--- config.mk ---
export PLATFORM = sky130hd
export DESIGN_NAME = lsu_mem_sequencer
export DESIGN_NICKNAME = d
export VERILOG_FILES = /design/src/rtl/lsu_pkg.sv /design/src/rtl/lsu_align.sv /design/src/rtl/lsu_mem_sequencer.sv
export SDC_FILE = /design/constraint.sdc
export NUM_CORES = 1
export LEC_CHECK = 0
export CAP_MARGIN = 20
export CORE_MARGIN = 4
export CORE_UTILIZATION = 45
export DETAILED_ROUTE_END_ITERATION = 8
export PLACE_DENSITY = 0.8
export SYNTH_ARGS = -nofsm -noshare
export SYNTH_HDL_FRONTEND = slang
export SYNTH_SLANG_ARGS = --single-unit
--- constraint.sdc ---
create_clock -name clk -period 3.1 [get_ports clk]
set_clock_uncertainty 0.2 [all_clocks]
set_input_delay 0.93 -clock clk [delete_from_list [all_inputs] [get_ports clk]]
set_output_delay 0.93 -clock clk [all_outputs]
set_load 0.01 [all_outputs]
--- src/rtl/lsu_pkg.sv ---
// Shared types and constants for the load/store memory sequencer.
package lsu_pkg;

   typedef enum logic [1:0] {
      StIdle = 2'd0,
      StReq  = 2'd1,
      StDone = 2'd2,
      StErr  = 2'd3
   } state_e;

   typedef enum logic [1:0] {
      SzB = 2'd0,
      SzH = 2'd1,
      SzW = 2'd2,
      SzD = 2'd3
   } size_e;

   localparam logic [1:0] ErrNone     = 2'd0;
   localparam logic [1:0] ErrMisalign = 2'd1;
   localparam logic [1:0] ErrIllegal  = 2'd2;
   localparam logic [1:0] ErrTimeout  = 2'd3;

   localparam int unsigned DefToCycles = 256;

   function automatic logic is_onehot4(logic [3:0] v);
      return (v != 4'd0) && ((v & (v - 4'd1)) == 4'd0);
   endfunction

   // Size flags ordered {d, w, h, b}; only meaningful once is_onehot4 holds.
   function automatic size_e enc_size(logic [3:0] v);
      if (v[3]) return SzD;
      else if (v[2]) return SzW;
      else if (v[1]) return SzH;
      else return SzB;
   endfunction

endpackage

--- src/rtl/lsu_align.sv ---
// Lane alignment: byte enables and store shift on the way out, load shift and
// sign/zero extension on the way back.
module lsu_align
   import lsu_pkg::*;
#(
   parameter int unsigned XLEN = 64
) (
   input  logic [1:0]      st_size,
   input  logic [2:0]      st_off,
   input  logic [XLEN-1:0] st_data,
   output logic [7:0]      be,
   output logic [XLEN-1:0] st_lane,
   input  logic [1:0]      ld_size,
   input  logic [2:0]      ld_off,
   input  logic            ld_zext,
   input  logic [XLEN-1:0] rdata,
   output logic [XLEN-1:0] ld_fmt
);

   logic [XLEN-1:0] raw;

   always_comb begin
      case (st_size)
         SzB:     be = 8'h01 << st_off;
         SzH:     be = 8'h03 << st_off;
         SzW:     be = 8'h0F << st_off;
         default: be = 8'hFF;
      endcase
      st_lane = st_data << {st_off, 3'b000};
   end

   always_comb begin
      raw = rdata >> {ld_off, 3'b000};
      case (ld_size)
         SzB:     ld_fmt = {{(XLEN-8){~ld_zext & raw[7]}}, raw[7:0]};
         SzH:     ld_fmt = {{(XLEN-16){~ld_zext & raw[15]}}, raw[15:0]};
         SzW:     ld_fmt = {{(XLEN-32){~ld_zext & raw[31]}}, raw[31:0]};
         default: ld_fmt = raw;
      endcase
   end

endmodule

--- src/rtl/lsu_mem_sequencer.sv ---
// Load/store sequencer: checks the decoded op, runs one req/ack transaction on
// the data-memory port and returns a formatted load result or an error code.
module lsu_mem_sequencer
   import lsu_pkg::*;
#(
   parameter int unsigned XLEN      = 64,
   parameter int unsigned TO_CYCLES = DefToCycles
) (
   input  logic            clk,
   input  logic            rst_n,
   input  logic            start,
   input  logic            mem_rd,
   input  logic            mem_wr,
   input  logic            ld_b,
   input  logic            ld_h,
   input  logic            ld_w,
   input  logic            ld_d,
   input  logic            ld_us,
   input  logic            sw_b,
   input  logic            sw_h,
   input  logic            sw_w,
   input  logic            sw_d,
   input  logic [XLEN-1:0] addr,
   input  logic [XLEN-1:0] wdata,
   output logic            dm_req,
   output logic            dm_we,
   output logic [XLEN-1:0] dm_addr,
   output logic [7:0]      dm_be,
   output logic [XLEN-1:0] dm_wdata,
   input  logic            dm_ack,
   input  logic [XLEN-1:0] dm_rdata,
   output logic            stall,
   output logic            done,
   output logic [XLEN-1:0] ld_data,
   output logic            err,
   output logic [1:0]      err_code
);

   localparam int unsigned CntW = $clog2(TO_CYCLES);
   localparam logic [CntW-1:0] CntMax = CntW'(TO_CYCLES - 1);

   state_e          state_q, state_d;
   logic [CntW-1:0] cnt_q, cnt_d;
   logic            we_q, we_d, us_q, us_d;
   logic [1:0]      size_q, size_d, code_q, code_d;
   logic [2:0]      off_q, off_d;
   logic [XLEN-1:0] addr_q, addr_d, wdata_q, wdata_d, ld_q, ld_d_nxt;
   logic [7:0]      be_q, be_d;

   logic [3:0]      sel;
   logic [1:0]      req_size;
   logic            illegal, misalign;
   logic [7:0]      be_new;
   logic [XLEN-1:0] lane_new, ld_fmt;

   assign sel      = mem_rd ? {ld_d, ld_w, ld_h, ld_b} : {sw_d, sw_w, sw_h, sw_b};
   assign req_size = enc_size(sel);
   assign illegal  = (mem_rd == mem_wr) || !is_onehot4(sel);

   always_comb begin
      case (req_size)
         SzH:     misalign = addr[0];
         SzW:     misalign = |addr[1:0];
         SzD:     misalign = |addr[2:0];
         default: misalign = 1'b0;
      endcase
   end

   lsu_align #(.XLEN(XLEN)) u_align (
      .st_size (req_size),
      .st_off  (addr[2:0]),
      .st_data (wdata),
      .be      (be_new),
      .st_lane (lane_new),
      .ld_size (size_q),
      .ld_off  (off_q),
      .ld_zext (us_q),
      .rdata   (dm_rdata),
      .ld_fmt  (ld_fmt)
   );

   always_comb begin
      state_d  = state_q;
      cnt_d    = cnt_q;
      we_d     = we_q;
      us_d     = us_q;
      size_d   = size_q;
      off_d    = off_q;
      addr_d   = addr_q;
      be_d     = be_q;
      wdata_d  = wdata_q;
      ld_d_nxt = ld_q;
      code_d   = code_q;
      unique case (state_q)
         StIdle: begin
            if (start) begin
               if (illegal) begin
                  state_d = StErr;
                  code_d  = ErrIllegal;
               end else if (misalign) begin
                  state_d = StErr;
                  code_d  = ErrMisalign;
               end else begin
                  state_d = StReq;
                  cnt_d   = '0;
                  we_d    = mem_wr;
                  us_d    = ld_us;
                  size_d  = req_size;
                  off_d   = addr[2:0];
                  addr_d  = {addr[XLEN-1:3], 3'b000};
                  be_d    = be_new;
                  wdata_d = lane_new;
               end
            end
         end
         StReq: begin
            // An ack on the last counted cycle still completes normally.
            if (dm_ack) begin
               state_d  = StDone;
               ld_d_nxt = we_q ? '0 : ld_fmt;
            end else if (cnt_q == CntMax) begin
               state_d = StErr;
               code_d  = ErrTimeout;
            end else begin
               cnt_d = cnt_q + 1'b1;
            end
         end
         StDone:  state_d = StIdle;
         StErr:   state_d = StIdle;
         default: state_d = StIdle;
      endcase
   end

   always_ff @(posedge clk or negedge rst_n) begin
      if (!rst_n) begin
         state_q <= StIdle;
         cnt_q   <= '0;
         we_q    <= 1'b0;
         us_q    <= 1'b0;
         size_q  <= SzB;
         off_q   <= '0;
         addr_q  <= '0;
         be_q    <= '0;
         wdata_q <= '0;
         ld_q    <= '0;
         code_q  <= ErrNone;
      end else begin
         state_q <= state_d;
         cnt_q   <= cnt_d;
         we_q    <= we_d;
         us_q    <= us_d;
         size_q  <= size_d;
         off_q   <= off_d;
         addr_q  <= addr_d;
         be_q    <= be_d;
         wdata_q <= wdata_d;
         ld_q    <= ld_d_nxt;
         code_q  <= code_d;
      end
   end

   assign dm_req   = (state_q == StReq);
   assign dm_we    = we_q;
   assign dm_addr  = addr_q;
   assign dm_be    = be_q;
   assign dm_wdata = wdata_q;
   assign stall    = ((state_q == StIdle) && start) || (state_q == StReq);
   assign done     = (state_q == StDone);
   assign err      = (state_q == StErr);
   assign ld_data  = ld_q;
   assign err_code = code_q;

endmodule

==> results.py, run 1 <==
metrics = {
    "yosys": {
        "synth_edf_count": 0,
        "yosysTopAreaCell": "sky130_fd_sc_hd__dfrtp_1",
        "synthesis.instances": 1326,
        "synth_top_cells_by_area": "sky130_fd_sc_hd__dfrtp_1 (45%), sky130_fd_sc_hd__nand2_1 (11%), sky130_fd_sc_hd__mux2i_1 (7.4%), sky130_fd_sc_hd__mux2_2 (6.1%), sky130_fd_sc_hd__o21ai_0 (3.9%)",
        "total_of_warnings_raised_by_yosys": 0,
        "synth.top_cell.area_share_pct": 45.28,
        "postSynthAreaPerCell_um2": 9.003,
        "post_synth_most_frequent_cells": "sky130_fd_sc_hd__nand2_1 (345), sky130_fd_sc_hd__dfrtp_1 (216), sky130_fd_sc_hd__o21ai_0 (94), sky130_fd_sc_hd__a21oi_1 (92), sky130_fd_sc_hd__nor2_1 (89)",
        "synth_flop_cell": "sky130_fd_sc_hd__dfrtp_1",
        "syn-cell-area_um2": 11940,
        "post-synth-top-count-cell": "sky130_fd_sc_hd__nand2_1",
        "postSynth.asyncResetShare_pct": 100.0,
        "synth.yosys.seq_area_share_pct": 45.28,
        "synth-seq-cells": 216,
        "yosys.cell_types.count": 54,
    },
    "placement": {
        "dp_hpwl_um": 33410,
        "portBuffers": 410,
        "dpl_cell_area_um2": 16910,
        "finalWeightedCongestion": 0.9468,
    },
    "final_layout": {
        "drive_above_1_share_pct": 18.46,
        "flow.area_growth_from_synthesis_pct": 54.32,
        "postLayoutCellArea_um2": 18420,
        "final_net_count": 1973,
        "final_core_util_pct": 70.70,
    },
    "cts": {
        "clk_pin_slew_ns": 0.06,
        "cts_htree_levels": 1,
        "clock_path_buffers": 3,
        "clock_latency_ns": 0.52,
        "cts_root_buf": "sky130_fd_sc_hd__clkbuf_16",
        "tritoncts": "built",
        "cts_num_sinks": 216,
        "tritoncts.num_buffers": 26,
    },
    "setup_path": {
        "critPathMaxStageDelay_ns": 0.33,
        "critical_path_required_ns": 3.33,
        "critical-path-top-delay-family": "buffers and inverters",
        "worst-endpoint-arrival_ns": 3.28,
        "worst-setup-path-type": "input port to flip-flop",
        "cp_cell_sequence": "buf_12 -> mux2_4 -> nor2_4 -> inv_2 -> ha_4 -> o21ai_2 -> a21oi_2 -> o32ai_2 -> nand4_1 -> buf_6 -> buf_12 -> buf_16 -> clkbuf_16 -> o31ai_2",
        "critical_path_peak_fanout": 9,
        "path_common_cell": "sky130_fd_sc_hd__buf_12",
        "worst_setup_path_end_kind": "flip-flop",
        "combined_buffer_and_inverter_count_along_the_critical_path": 6,
        "crit_path_top_delay_cell": "sky130_fd_sc_hd__o32ai_2",
        "cp-start-kind": "input port",
    },
    "global_routing": {
        "antenna_violations_before_repair": 1,
        "total_grt_usage_pct": 30.02,
        "grt_overflow": 0,
        "grt_first_pass_wirelength_um": 69280,
        "via_count_of_the_first_global_routing_pass": 12248,
        "grt_start_max_net_pins": 74,
    },
    "routing": {
        "wl_um": 45920,
        "drc": 0,
        "final_antenna_net_count": 0,
        "routedWlPerCell_um": 21.68,
        "drt_iter0_drc": 1206,
        "detailedRoute.firstPassIterationCount": 6,
        "num_vias": 12033,
        "detail_route.vias_per_cell": 5.681,
    },
    "worst_hold_path": {
        "hp-class": "input port to async pin",
    },
    "die": {
        "core_area_um2": 26060,
        "die_area_um2": 29200,
        "floorplan.io_pins": 414,
        "placement_rows": 59,
        "initial_core_util_pct": 45.81,
        "die_width_um": 170.9,
        "die_h_um": 170.9,
    },
    "power": {
        "power_per_cell_area_nw_per_um2": 856.9,
        "ir_drop_mv": 0.6698,
        "leakagePower_nw": 8.069,
    },
    "timing": {
        "fin_crit_sh_pct": 98.33,
        "drv_slew": 0,
        "worst_slew_margin_rel_pct": 48.53,
        "finalHoldViolCount": 0,
        "tightest_slew_ns": 0.7704,
        "finalSetupViolCount": 0,
        "layout_min_cycle_time_ns": 3.048,
        "fmax_mhz": 328.1,
        "rsz_0062_raised_after_global_routing": "true",
    },
    "run": {
        "cap_violations": 0,
    },
    "run_status": {
        "outcome": "completed",
    },
}
## state kept, by name (all words and copies together), names as in the netlist, 2 cells and up
| register | count |
|---|---|
| dm_be | 8 |
| size_q | 2 |
| dm_addr | 61 |
| state_q | 2 |
| err_code | 2 |
| dm_wdata | 64 |
| ld_data | 64 |
| cnt_q | 8 |
| off_q | 3 |
## worst paths after layout
kind	endpoint	cells after the start	slack (ns)	start
worst min-delay path	dm_addr[62]	1	0.18	rst_n
worst min register to register	dm_addr[39]	2	0.27	dm_addr[39]
max in group asynchronous	dm_addr[37]	2	1.80	rst_n
worst max-delay path	dm_wdata[25]	14	0.05	mem_rd
min in group clk	dm_addr[39]	2	0.27	dm_addr[39]
worst max register to register	ld_data[19]	6	0.31	off_q[1]
## metal layers
layer	up-vias	part of all wire [%]	GRT usage (%)
met1	5764	37	36.03
met3	126	10	9.057
met4	0	4.7	12.99
li1	5506	-	-
met2	637	48	50.29
met5	-	0	0
## metrics by stage
step | TNS, ns | std cells | setup WS, ns | total power, mW | hold slack [ns]
after global placement | -142.94 | 2054 | -0.8682 | 12.07 | 0.2485
final | 0 | 2118 | 0.05174 | 15.79 | 0.1845
after detailed placement | -168.14 | 2054 | -1.095 | 12.23 | 0.2548
after floorplan | -33.54 | 1328 | -0.2614 | 8.317 | 0.2920
after global routing | -0.4803 | 2118 | -0.08217 | 16.65 | 0.2203
after CTS | -0.06820 | 2113 | -0.02017 | 15.65 | 0.1942
## report_power, final
part | internal [mW] | leakage [nW] | total [mW] | switching, mW
logic | 3.91 | 4.81 | 7.58 | 3.67
registers | 4.00 | 2.82 | 4.94 | 0.940
clock network | 1.99 | 0.445 | 3.27 | 1.27
## logic make-up after synthesis
family                     share of synthesized area, %
muxes                                             15.59
AOI/OAI and AO/OA                                 17.58
buffers and inverters                             4.140
other                                           0.03141
DFF                                               45.28
adders and majority gates                        0.4193
and+or+nand+nor                                   16.97
## repair_timing
action                     in CTS  in global routing
setup endpoints to repair     150                152
resized for setup              39                 60
hold buffers                    0                  0
pin swaps                      10                 21
hold endpoints to repair        0                  0
cloned                          6                  3
setup buffers                   5                  1
## placed cells by master (no fill, tap or decap), types with 5 or more instances in the layout
cell type / count
sky130_fd_sc_hd__clkdlybuf4s50_1: 398
sky130_fd_sc_hd__nand2_1: 331
sky130_fd_sc_hd__dfrtp_1: 214
sky130_fd_sc_hd__mux2i_1: 88
sky130_fd_sc_hd__nor2_1: 88
sky130_fd_sc_hd__a21oi_1: 88
sky130_fd_sc_hd__buf_4: 74
sky130_fd_sc_hd__mux2_2: 64
sky130_fd_sc_hd__o21ai_0: 53
sky130_fd_sc_hd__o21ai_1: 39
sky130_fd_sc_hd__o21ai_2: 34
sky130_fd_sc_hd__clkbuf_16: 29
sky130_fd_sc_hd__a211oi_1: 16
sky130_fd_sc_hd__nand2b_1: 15
sky130_fd_sc_hd__o21a_1: 14
sky130_fd_sc_hd__buf_12: 14
sky130_fd_sc_hd__o211ai_1: 12
sky130_fd_sc_hd__o31ai_1: 12
sky130_fd_sc_hd__mux4_2: 11
sky130_fd_sc_hd__o31ai_4: 9
sky130_fd_sc_hd__nand2_2: 8
sky130_fd_sc_hd__a221o_1: 8
sky130_fd_sc_hd__a22o_1: 8
sky130_fd_sc_hd__nor2b_1: 7
sky130_fd_sc_hd__a31oi_1: 7
sky130_fd_sc_hd__nand2_4: 7
sky130_fd_sc_hd__clkinv_2: 7
sky130_fd_sc_hd__and3_1: 6
sky130_fd_sc_hd__nand3_1: 6
sky130_fd_sc_hd__or3_1: 6
sky130_fd_sc_hd__o221ai_2: 6
sky130_fd_sc_hd__buf_16: 6
sky130_fd_sc_hd__inv_2: 5
sky130_fd_sc_hd__clkbuf_2: 5
## final cells by class
class                   count  area, um^2
fillers                  1939        7636
flip-flops and latches    216        5408
inverters                   8       30.03
multi-input cells         998        6405
diodes                      1       2.502
clock buffers              32       724.4
well taps                 335       419.2
repair buffers            512        5240
clock inverters            16       193.9
(Power assumes the default switching activity.)
==> inputs of run 2 (changes only) <==
--- a/config.mk
+++ b/config.mk
@@ -7,9 +7,8 @@
 export LEC_CHECK = 0
 export CAP_MARGIN = 20
 export CORE_MARGIN = 4
-export CORE_UTILIZATION = 45
+export CORE_UTILIZATION = 25
 export DETAILED_ROUTE_END_ITERATION = 8
-export PLACE_DENSITY = 0.8
 export SYNTH_ARGS = -nofsm -noshare
 export SYNTH_HDL_FRONTEND = slang
 export SYNTH_SLANG_ARGS = --single-unit
==> run 2 against run 1 <==
Count of clock-buffer cells in the layout is 3 higher. Final cell count is 13% higher. Total power is 0.44% higher. First-iteration DRC count is 35% lower. Non-clock buffer count is 3 lower.
==> results.py, run 2 (synthesis gave the netlist of run 1 again) <==
metrics = {
    "die": {
        "die_h_um": 226.5,
        "placement_rows": 79,
        "die_area_um2": 51310,
        "initial_core_util_pct": 25.48,
        "core_area_um2": 46850,
        "die_width_um": 226.5,
        "floorplan.io_pins": 414,
    },
    "cts": {
        "cts_htree_levels": 1,
        "tritoncts": "built",
        "clk_pin_slew_ns": 0.06,
        "cts-hold-fix-buffers": 0,
        "cts_num_sinks": 216,
        "clock_latency_ns": 0.54,
        "cts_root_buf": "sky130_fd_sc_hd__clkbuf_16",
        "clock_path_buffers": 3,
        "tritoncts.num_buffers": 27,
    },
    "routing": {
        "drc": 0,
        "wl_um": 47890,
        "detail_route.vias_per_cell": 4.886,
        "num_vias": 11662,
        "routedWlPerCell_um": 20.06,
        "detailedRoute.firstPassIterationCount": 5,
        "final_antenna_net_count": 0,
        "drt_iter0_drc": 789,
    },
    "placement": {
        "finalWeightedCongestion": 0.8557,
        "portBuffers": 410,
        "dp_hpwl_um": 35440,
    },
    "timing": {
        "timing.setup.tns_ns": 0,
        "layout_min_cycle_time_ns": 3.010,
        "fin_crit_sh_pct": 97.09,
        "fmax_mhz": 332.2,
        "tightest_slew_ns": 0.5661,
        "worst_slew_margin_rel_pct": 61.18,
        "finalSetupViolCount": 0,
        "drv_slew": 0,
        "final.hold.worst_slack_ns": 0.1298,
        "finalHoldViolCount": 0,
    },
    "global_routing": {
        "grt_first_pass_wirelength_um": 70280,
        "via_count_of_the_first_global_routing_pass": 11861,
        "grt_overflow": 0,
        "total_grt_usage_pct": 17.37,
        "antenna_violations_before_repair": 4,
        "grt_start_max_net_pins": 75,
    },
    "power": {
        "p_sw_mw": 5.841,
        "power_per_cell_area_nw_per_um2": 844.7,
        "power.share.clock_pct": 21.1,
        "swShare_pct": 36.84,
        "power.internal_mw": 10.01,
        "share_seq_of_total_power_pct": 30.9,
        "ir_drop_mv": 0.3863,
        "leakagePower_nw": 8.074,
        "combPwrFrac_pct": 48.0,
    },
    "setup_path": {
        "reg2reg_setup_slack_ns": 0.41,
        "worst-setup-path-type": "input port to flip-flop",
        "worst_r2r_path_depth": 5,
        "r2r-start": "off_q[1]",
        "cp-start-kind": "input port",
        "r2r_end": "ld_data[19]",
        "worst_setup_path_end_kind": "flip-flop",
        "critical_path_peak_fanout": 21,
        "critical_path_required_ns": 3.36,
        "worst-endpoint-arrival_ns": 3.27,
    },
    "final_layout": {
        "final_net_count": 1971,
        "flow.area_growth_from_synthesis_pct": 57.23,
        "mostFrequentLayoutCells": "sky130_fd_sc_hd__clkdlybuf4s50_1 (398), sky130_fd_sc_hd__nand2_1 (336), sky130_fd_sc_hd__dfrtp_1 (214)",
        "layout.cells.most_common": "sky130_fd_sc_hd__clkdlybuf4s50_1",
        "drive_above_1_share_pct": 17.77,
    },
    "run": {
        "cap_violations": 0,
    },
    "run_status": {
        "outcome": "completed",
    },
    "worst_hold_path": {
        "hp-class": "input port to async pin",
    },
}
run 2: changes by cell type in the layout (fill, tap and decap cells not counted), sizes merged, moves of 2 or more:
cell         delta
buf             -6
clkbuf          +5
clkinvlp        -3
bufbuf          -2
clkinv          -2
dlygate4sd2     +2
run 2: worst max-delay path, cell delays in order:
cell and delay, ns:
sky130_fd_sc_hd__clkdlybuf4s50_1 0.62, sky130_fd_sc_hd__mux2i_1 0.15, sky130_fd_sc_hd__mux4_2 0.50, sky130_fd_sc_hd__or4_4 0.47, sky130_fd_sc_hd__o211ai_2 0.11, sky130_fd_sc_hd__nand2_2 0.12, sky130_fd_sc_hd__buf_12 0.19, sky130_fd_sc_hd__o21ai_2 0.15
run 2: worst max-delay path by stage:
stage / cells past startpoint / endpoint / start
floorplan: 13 / dm_wdata[16] / mem_rd
global placement: 12 / dm_wdata[24] / mem_rd
detailed placement: 12 / dm_wdata[19] / mem_rd
CTS: 2 / dm_req / state_q[0]
global route: 14 / dm_wdata[11] / sw_d
finish: 8 / ld_data[50] / dm_rdata[63]
run 2: metrics by stage:
step | worst slack [ns] | utilization (%) | instance area, um^2 | cells | power (mW)
2_1_floorplan | -0.2614 | - | 12200 | 1328 | 8.317
4_1_cts | 0.002264 | 39.20 | 18360 | 2376 | 15.90
3_5_place_dp | -1.103 | 36.83 | 17260 | 2324 | 12.41
3_3_place_gp | -0.9288 | 36.83 | 17260 | 2324 | 12.34
6_report | 0.09018 | 40.06 | 18770 | 2387 | 15.85
5_1_grt | -0.01682 | 40.06 | 18770 | 2386 | 16.80
run 2: timing repair:
action | CTS | global route
setup buffers | 3 | 0
cloned | 2 | 9
endpoints found under the setup margin | 151 | 160
gates resized for setup | 37 | 49
pin swaps | 7 | 6
run 2: power groups by stage:
stage	clock network (mW)	logic, mW	registers [mW]
5_1_grt	3.55	8.22	5.03
3_3_place_gp	0	7.42	4.92
4_1_cts	3.44	7.56	4.90
6_report	3.34	7.61	4.90
2_1_floorplan	0	3.15	5.17
3_5_place_dp	0	7.49	4.92
run 2: routing by layer:
metal	track usage (%)	wire length (um)	vias up	part of all wire, %
li1	-	-	5497	-
met1	21.65	19480	5611	41
met2	29.54	23180	475	48
met3	4.557	3781	77	7.9
met4	5.479	1440	2	3.0
met5	0	8	-	0.017
run 2: cell type report:
class	instances	area, um^2
Tap cell	607	759.5
Multi-Input combinational cell	998	6357
Sequential cell	216	5408
Inverter	8	30.03
Antenna cell	2	5.005
Clock inverter	12	195.2
Timing Repair Buffer	509	5279
Clock buffer	35	735.7
Fill cell	4663	28080
